===== src/rtl/instruction_fetch_pkg.sv =====
// Shared definitions for the instruction fetch unit: FSM states, opcodes, reset PC.
package instruction_fetch_pkg;

  localparam int unsigned XLEN  = 32;
  localparam int unsigned OPC_W = 6;

  localparam logic [XLEN-1:0] RESET_PC_DEFAULT = 32'h0000_0000;

  typedef enum logic [1:0] {
    IDLE = 2'd0,
    REQ  = 2'd1,
    HOLD = 2'd2
  } fetch_state_e;

  localparam logic [OPC_W-1:0] R_TYPE = 6'b000000;
  localparam logic [OPC_W-1:0] ADDI   = 6'b001000;
  localparam logic [OPC_W-1:0] ORI    = 6'b001101;
  localparam logic [OPC_W-1:0] ANDI   = 6'b001100;
  localparam logic [OPC_W-1:0] SLTI   = 6'b001010;
  localparam logic [OPC_W-1:0] LW     = 6'b100011;
  localparam logic [OPC_W-1:0] SW     = 6'b101011;
  localparam logic [OPC_W-1:0] BEQ    = 6'b000100;
  localparam logic [OPC_W-1:0] J      = 6'b000010;

endpackage


===== src/rtl/instruction_fetch_next_pc_calc.sv =====
// Combinational next-PC selection: jump target, taken branch, or sequential pc+4.
module next_pc_calc
  import instruction_fetch_pkg::*;
(
  input  logic [XLEN-1:0] i_pc_plus4,
  input  logic [XLEN-1:0] i_instruction,
  input  logic            i_jump,
  input  logic            i_branch,
  input  logic            i_zero,
  output logic [XLEN-1:0] o_next_pc_c
);

  logic [XLEN-1:0] w_jump_target;
  logic [XLEN-1:0] w_branch_offset;
  logic            w_unused_opcode;

  assign w_jump_target   = {i_pc_plus4[31:28], i_instruction[25:0], 2'b00};
  assign w_branch_offset = {{14{i_instruction[15]}}, i_instruction[15:0], 2'b00};
  // The opcode field is decoded elsewhere; only the immediate/index bits matter here.
  assign w_unused_opcode = &{1'b0, i_instruction[31:26]};

  always_comb begin
    o_next_pc_c = i_pc_plus4;
    if (i_jump) begin
      o_next_pc_c = w_jump_target;
    end else if (i_branch && i_zero) begin
      o_next_pc_c = i_pc_plus4 + w_branch_offset;
    end
  end

endmodule


===== src/rtl/instruction_fetch.sv =====
// Instruction fetch unit: IDLE/REQ/HOLD handshake with instruction memory and a request watchdog.
// Optional macro FETCH_COUNT_EN adds a fetch_count output counting accepted instructions.
module instruction_fetch
  import instruction_fetch_pkg::*;
#(
  parameter logic [31:0] RESET_PC      = RESET_PC_DEFAULT,
  parameter int unsigned IMEM_WAIT_MAX = 8
) (
  input  logic        clk,
  input  logic        reset_n,
  output logic        imem_req,
  output logic [31:0] imem_addr,
  input  logic        imem_ready,
  input  logic [31:0] imem_rdata,
  output logic        instr_valid,
  output logic [31:0] instruction,
  output logic [5:0]  opcode,
  output logic [31:0] pc_plus4,
  input  logic        stall,
  input  logic        Jump,
  input  logic        Branch,
  input  logic        Zero,
  output logic        imem_timeout
`ifdef FETCH_COUNT_EN
  ,
  output logic [31:0] fetch_count
`endif
);

  localparam int unsigned WAIT_W = $clog2(IMEM_WAIT_MAX + 1);
  localparam logic [WAIT_W-1:0] WAIT_MAX_C = WAIT_W'(IMEM_WAIT_MAX);

  fetch_state_e      r_state;
  fetch_state_e      w_state_nxt;
  logic [XLEN-1:0]   r_pc;
  logic [XLEN-1:0]   r_pc_plus4;
  logic [XLEN-1:0]   r_instruction;
  logic              r_instr_valid;
  logic              r_imem_req;
  logic              r_timeout;
  logic [WAIT_W-1:0] r_wait_cnt;
  logic [WAIT_W-1:0] w_wait_nxt;
  logic [WAIT_W-1:0] w_wait_inc;
  logic              w_timeout_nxt;
  logic              w_capture;
  logic              w_accept;
  logic [XLEN-1:0]   w_next_pc;

  next_pc_calc u_next_pc_calc (
    .i_pc_plus4    (r_pc_plus4),
    .i_instruction (r_instruction),
    .i_jump        (Jump),
    .i_branch      (Branch),
    .i_zero        (Zero),
    .o_next_pc_c   (w_next_pc)
  );

  assign w_wait_inc = r_wait_cnt + WAIT_W'(1);

  always_ff @(posedge clk or negedge reset_n) begin
    if (!reset_n) begin
      r_state <= IDLE;
    end else begin
      r_state <= w_state_nxt;
    end
  end

  // Next state, handshake strobes and the saturating REQ watchdog.
  always_comb begin
    w_state_nxt   = r_state;
    w_capture     = 1'b0;
    w_accept      = 1'b0;
    w_wait_nxt    = '0;
    w_timeout_nxt = 1'b0;
    case (r_state)
      IDLE: w_state_nxt = REQ;
      REQ: begin
        if (imem_ready) begin
          w_capture   = 1'b1;
          w_state_nxt = HOLD;
        end else if (r_wait_cnt == WAIT_MAX_C) begin
          w_wait_nxt = r_wait_cnt;
        end else begin
          w_wait_nxt    = w_wait_inc;
          w_timeout_nxt = (w_wait_inc == WAIT_MAX_C);
        end
      end
      HOLD: begin
        if (!stall) begin
          w_accept    = 1'b1;
          w_state_nxt = REQ;
        end
      end
      default: w_state_nxt = IDLE;
    endcase
  end

  always_ff @(posedge clk or negedge reset_n) begin
    if (!reset_n) begin
      r_pc          <= RESET_PC;
      r_pc_plus4    <= RESET_PC + 32'd4;
      r_instruction <= '0;
      r_instr_valid <= 1'b0;
      r_imem_req    <= 1'b0;
      r_timeout     <= 1'b0;
      r_wait_cnt    <= '0;
    end else begin
      if (w_accept) begin
        r_pc       <= w_next_pc;
        r_pc_plus4 <= w_next_pc + 32'd4;
      end
      if (w_capture) begin
        r_instruction <= imem_rdata;
      end
      r_instr_valid <= (w_state_nxt == HOLD);
      r_imem_req    <= (w_state_nxt == REQ);
      r_timeout     <= w_timeout_nxt;
      r_wait_cnt    <= w_wait_nxt;
    end
  end

`ifdef FETCH_COUNT_EN
  logic [31:0] r_fetch_cnt;

  always_ff @(posedge clk or negedge reset_n) begin
    if (!reset_n) begin
      r_fetch_cnt <= '0;
    end else if (w_accept) begin
      r_fetch_cnt <= r_fetch_cnt + 32'd1;
    end
  end

  assign fetch_count = r_fetch_cnt;
`endif

  assign imem_req     = r_imem_req;
  assign imem_addr    = r_pc;
  assign instr_valid  = r_instr_valid;
  assign instruction  = r_instruction;
  assign opcode       = r_instruction[31:26];
  assign pc_plus4     = r_pc_plus4;
  assign imem_timeout = r_timeout;

endmodule


===== config.mk =====
export PLATFORM = sky130hd
export DESIGN_NAME = instruction_fetch
export DESIGN_NICKNAME = d
export VERILOG_FILES = /design/src/rtl/instruction_fetch_pkg.sv /design/src/rtl/instruction_fetch_next_pc_calc.sv /design/src/rtl/instruction_fetch.sv
export SDC_FILE = /design/constraint.sdc
export NUM_CORES = 1
export LEC_CHECK = 0
export CAP_MARGIN = 20
export CORE_ASPECT_RATIO = 0.5
export CORE_UTILIZATION = 40
export DETAILED_ROUTE_END_ITERATION = 8
export PLACE_DENSITY_LB_ADDON = 0.15
export SKIP_CTS_REPAIR_TIMING = 1
export SYNTH_ARGS = -nofsm -noshare
export SYNTH_HDL_FRONTEND = slang
export SYNTH_SLANG_ARGS = --single-unit

===== constraint.sdc =====
create_clock -name clk -period 4.78 [get_ports clk]
set_input_delay 0.956 -clock clk [delete_from_list [all_inputs] [get_ports clk]]
set_output_delay 0.956 -clock clk [all_outputs]
set_load 0.005 [all_outputs]

Word-level counts from Yosys, hierarchy flattened
Index checks and enable logic that the tools add are counted.
{"block": "totals", "regBits": 105, "output_inout_bits": 105, "wordCells": 35}
{"block": "op_classes", "n_addsub": 3, "eq_ne": 7, "mux": 15, "reduce_logical": 2}
{"op": "32-bit two-way mux", "n": 2}
{"op": "32-bit by 3-bit adder with 32-bit output, second input constant", "n": 1}
{"op": "32-bit adder", "n": 1}
{"op": "4-bit two-way mux", "n": 3}
{"op": "4-bit == test, second input constant", "n": 2}
{"op": "1-bit two-way mux", "n": 7}
{"op": "2-bit one-hot mux with 3 select lines", "n": 1}
{"op": "4-bit by 1-bit adder with 4-bit output, second input constant", "n": 1}
{"op": "2-bit by 1-bit == test with 1-bit output, second input constant", "n": 2}
{"op": "2-bit == test, second input constant", "n": 2}
{"op": "2-bit two-way mux", "n": 2}
{"op": "3-bit != test, second input constant", "n": 1}
{"op": "2-bit zero test", "n": 1}
{"op": "1-bit logical AND", "n": 1}

Depth between registers and ports, before layout
{"block": "logic_depth", "ltp_word": 5, "depth_mapped": 14}

By module
A second synthesis with hierarchy kept.
{"block": "unflattened", "hier_cells": 765, "area_unflattened_um2": 6772.7}
{"module": "instruction_fetch", "instances": 1, "cells_each": 438, "area_each_um2": 4531.8, "seq_area_each_um2": 2578.7}
{"module": "next_pc_calc", "instances": 1, "cells_each": 327, "area_each_um2": 2240.9, "seq_area_each_um2": 0.0}

Worst setup path before layout
No wires, ideal clock.
{"block": "synth_path", "path_type": "register to register", "startpoint": "register r_pc_plus4[2] (netlist: pc_plus4[2])", "endpoint": "register r_pc_plus4[31] (netlist: pc_plus4[31])", "t_arrival_ns": 3.386, "required_time_ns": 4.688, "setup_slack_ns": 1.302, "path_stages_with_launch": 15, "n_path_buf": 1, "period_less_slack_ns": 3.478, "cell_sequence": "dfstp_2 ha_1 inv_1 fa_1 nor2b_1 o21a_4 o21ai_2 and3_1 or3_4 or3_4 nor4b_4 and3_1 buf_4 a41oi_2 o31ai_2"}
{"block": "synth_via", "elab_chain_len": 4}
{"element": "start, declared", "line_no": "instruction_fetch.sv:36", "rtl": "logic [XLEN-1:0] r_pc_plus4;"}
{"element": "start signal, assigned", "line_no": "instruction_fetch.sv:101", "rtl": "r_pc_plus4 <= RESET_PC + 32'd4;"}
{"element": "start signal, assigned", "line_no": "instruction_fetch.sv:110", "rtl": "r_pc_plus4 <= w_next_pc + 32'd4;"}
{"element": "32-bit adder", "line_no": "instruction_fetch_next_pc_calc.sv:27", "rtl": "o_next_pc_c = i_pc_plus4 + w_branch_offset;"}
{"element": "32-bit two-way mux (*)", "line_no": "instruction_fetch_next_pc_calc.sv:26", "rtl": "end else if (i_branch && i_zero) begin"}
{"element": "32-bit two-way mux (*)", "line_no": "instruction_fetch_next_pc_calc.sv:24", "rtl": "if (i_jump) begin"}
{"element": "32-bit by 3-bit adder with 32-bit output (*)", "line_no": "instruction_fetch.sv:110"}
Mark *: on every way between the ends. The rest lies on a longest branch, timed or not.
A chain may end at the register's enable or synchronous reset.

Worst setup path in the final report
{"block": "layout_path", "startpoint": "input Zero", "endpoint": "register r_pc_plus4[31] (netlist: pc_plus4[31])"}
{"block": "layout_via", "elab_chain_len": 4}
{"element": "start, declared", "line_no": "instruction_fetch.sv:22", "rtl": "input logic Zero,"}
{"element": "1-bit logical AND", "line_no": "instruction_fetch_next_pc_calc.sv:26"}
{"element": "32-bit two-way mux", "line_no": "instruction_fetch_next_pc_calc.sv:26"}
{"element": "32-bit two-way mux", "line_no": "instruction_fetch_next_pc_calc.sv:24"}
{"element": "via u_next_pc_calc.o_next_pc_c[2]", "line_no": "instruction_fetch_next_pc_calc.sv:10", "rtl": "output logic [XLEN-1:0] o_next_pc_c"}
{"element": "32-bit by 3-bit adder with 32-bit output", "line_no": "instruction_fetch.sv:110"}
The timed path passes the listed nets, and every way through them passes these cells.

==> results.cfg <==
[run_status]
outcome = finished, final reports clean

[finish]
final_cell_mix = clkdlybuf4s50_1 (138), nand2_1 (121), dfrtp_1 (100), o21ai_0 (67), nor2_1 (45)
final_common_cell = clkdlybuf4s50_1
fin_util = 0.530
multi_input_area_um2 = 4230
layout-drive-gt1-share = 0.104
regArea_um2 = 2530
diodes = 0
nNetsFinal = 1000
fillers = 1606
syn2layout_area_growth_pct = 26.1

[power]
worst_ir_drop_vdd_v = 0.000277
powerDensity_nw_per_um2 = 729
p_leak_nw = 3.80
power_mw = 6.48

[die]
initial_utilization = 0.420
die_w_um = 190
placementRows = 33
core_area_um2 = 16800
die_h_um = 95.9
die_area_um2 = 18200
ios = 144

[timing]
clock.fmax_mhz = 238
relSlewSlack = 0.350
post-route-period-util = 0.880
whs_ns = 0.475
finalHoldViolCount = 0
tightest_slew_ns = 0.972
rsz0062_at_grt = false
fin_skew_ns = 0.0161
finalSetupViolations = 0
fin_tns_setup_ns = 0
fin_crit_ns = 4.21
slew_violations = 0

[clock_tree]
cts_tree = done
clock-root-buffer = clkbuf_16
cts_buffer_depth = 2
cts_buffers = 9
cts_sinks = 101
clk_pin_slew_ns = 0.07
insertion_delay_ns = 0.36
h-tree-depth = 3

[drt]
remaining_drc_errors = 0
viasPerCell = 5.70
wl_per_cell_um = 18.3
drt_first_pass_iters = 5
detail-route-antenna-nets = 0
vias = 6612
drtIter0Drc = 524
drt-total-wl_mm = 21.2

[critical_path]
worst_path_largest_cell_delay_ns = 0.62
crit_path_start_kind = input pin
crit_fanout = 17
end_kind = flop
timing.reg2reg.setup_slack_ns = 0.81
cp.arrival_ns = 4.48
path_class = input pin to flop
critical-path-slowest-cell = and2_1
path_cells = clkdlybuf4s50_1 > and2_1 > mux2i_1 > o21ai_1 > nand3_1 > or3_1 > nor3_2 > nor4b_4 > and3_1 > a41oi_2 > o31ai_2
crit_required_ns = 5.05

[global_route]
grt_start_max_net_pins = 68
grt_pass1_vias = 6079
antenna_found_initial = 0
grt_pass1_wl_mm = 33.7
grt_usage = 0.240
overflow = 0

[logic_synthesis]
ys_async_sr_fraction = 1.00
synth_largest_area_cell = dfrtp_1
synth_top_cell_area_share = 0.355
yosys_warnings = 0
synth_flop_cell = dfrtp_1
ys_top_cells_by_area = dfrtp_1 (35%), nand2_1 (6.5%), ha_1 (5.9%)
syn_avg_cell_area_um2 = 8.73
ys_types = 81
ys_ff_latch = 101
ys_seq_area_frac = 0.358
synth_edf_count = 0
syn_area_um2 = 7060
netlist_instances = 808

[placement]
place_congestion = 0.907
detailed_place_hpwl_mm = 16.2
port_buffers = 139

[hold_path]
hold_class = flop to flop

[flow_run]
drv_cap = 0
[per-stage QoR]
step / setup WS (ns) / cells / instance area [µm²]
after detailed placement: 0.251 / 1143 / 8630
after floorplan: 1.30 / 811 / 7070
after CTS: 0.638 / 1159 / 8900
final: 0.575 / 1159 / 8900
after global routing: 0.390 / 1159 / 8900
after global placement: 0.395 / 1143 / 8630
[final cells by class]
cell class / count / share of cell area
clock inverters: 5 / 0.00408
multi-input cells: 643 / 0.475
clock buffers: 11 / 0.0261
inverters: 13 / 0.00548
repair buffers: 159 / 0.173
flip-flops and latches: 101 / 0.284
well taps: 227 / 0.0319
[sequential cells by signal, indices dropped and copies added (netlist names)]
signal / flops
imem_timeout: 1
imem_req: 1
pc_plus4: 30
imem_addr: 30
r_wait_cnt: 4
instruction: 32
instr_valid: 1
r_state: 2
[synthesized netlist by cell type (15+ instances only)]
| library cell | n |
|---|---|
| mux2_2 | 34 |
| nand4_1 | 17 |
| nand3_1 | 23 |
| ha_1 | 33 |
| xnor2_1 | 16 |
| dfrtp_1 | 100 |
| nand2_1 | 122 |
| a21o_1 | 16 |
| o21ai_0 | 67 |
| a21oi_1 | 43 |
| clkbuf_1 | 28 |
| nor2_1 | 45 |
| nor3_1 | 17 |
| xor2_1 | 15 |
[power by group]
group	internal, mW	switching [mW]
Sequential	1.25	0.418
Combinational	1.96	2.17
Clock	0.356	0.340
[kinds of logic after synthesis]
logic type      count (synthesis)  synth area share
other cells                     1          0.000531
buf+inv                        67            0.0441
flops                         101             0.358
fa+ha+maj                      34            0.0613
compound gates                223             0.210
simple gates                  308             0.220
mux                            43            0.0670
xor+xnor                       31            0.0385
[final timing paths]
path | startpoint | to | depth (start not counted)
max in group asynchronous | reset_n | imem_addr[16] | 2
min in group asynchronous | reset_n | imem_req | 1
worst max-delay path | Zero | pc_plus4[31] | 11
worst min-delay path | imem_addr[29] | imem_addr[29] | 2
worst max register to register | pc_plus4[2] | pc_plus4[31] | 13
worst min register to register | imem_addr[29] | imem_addr[29] | 2
[routing by layer]
metal / wire length, µm / vias to the layer above / part of all wire / global-route usage
met4: 185 / 0 / 0.0087 / 0.0450
met3: 1350 / 18 / 0.063 / 0.0540
li1: - / 3169 / - / -
met1: 10700 / 3203 / 0.50 / 0.351
met5: 0 / - / 0 / 0
met2: 9000 / 222 / 0.42 / 0.363
[critical path, delay by kind of cell]
| kind | cells | cell delay, ns |
|---|---|---|
| multiplexers | 1 | 0.16 |
| AND/OR/NAND/NOR | 6 | 2.22 |
| AO/OA/AOI/OAI | 3 | 0.62 |
| buffers and inverters | 1 | 0.52 |
Note: power is estimated with default switching activity, not from simulation.
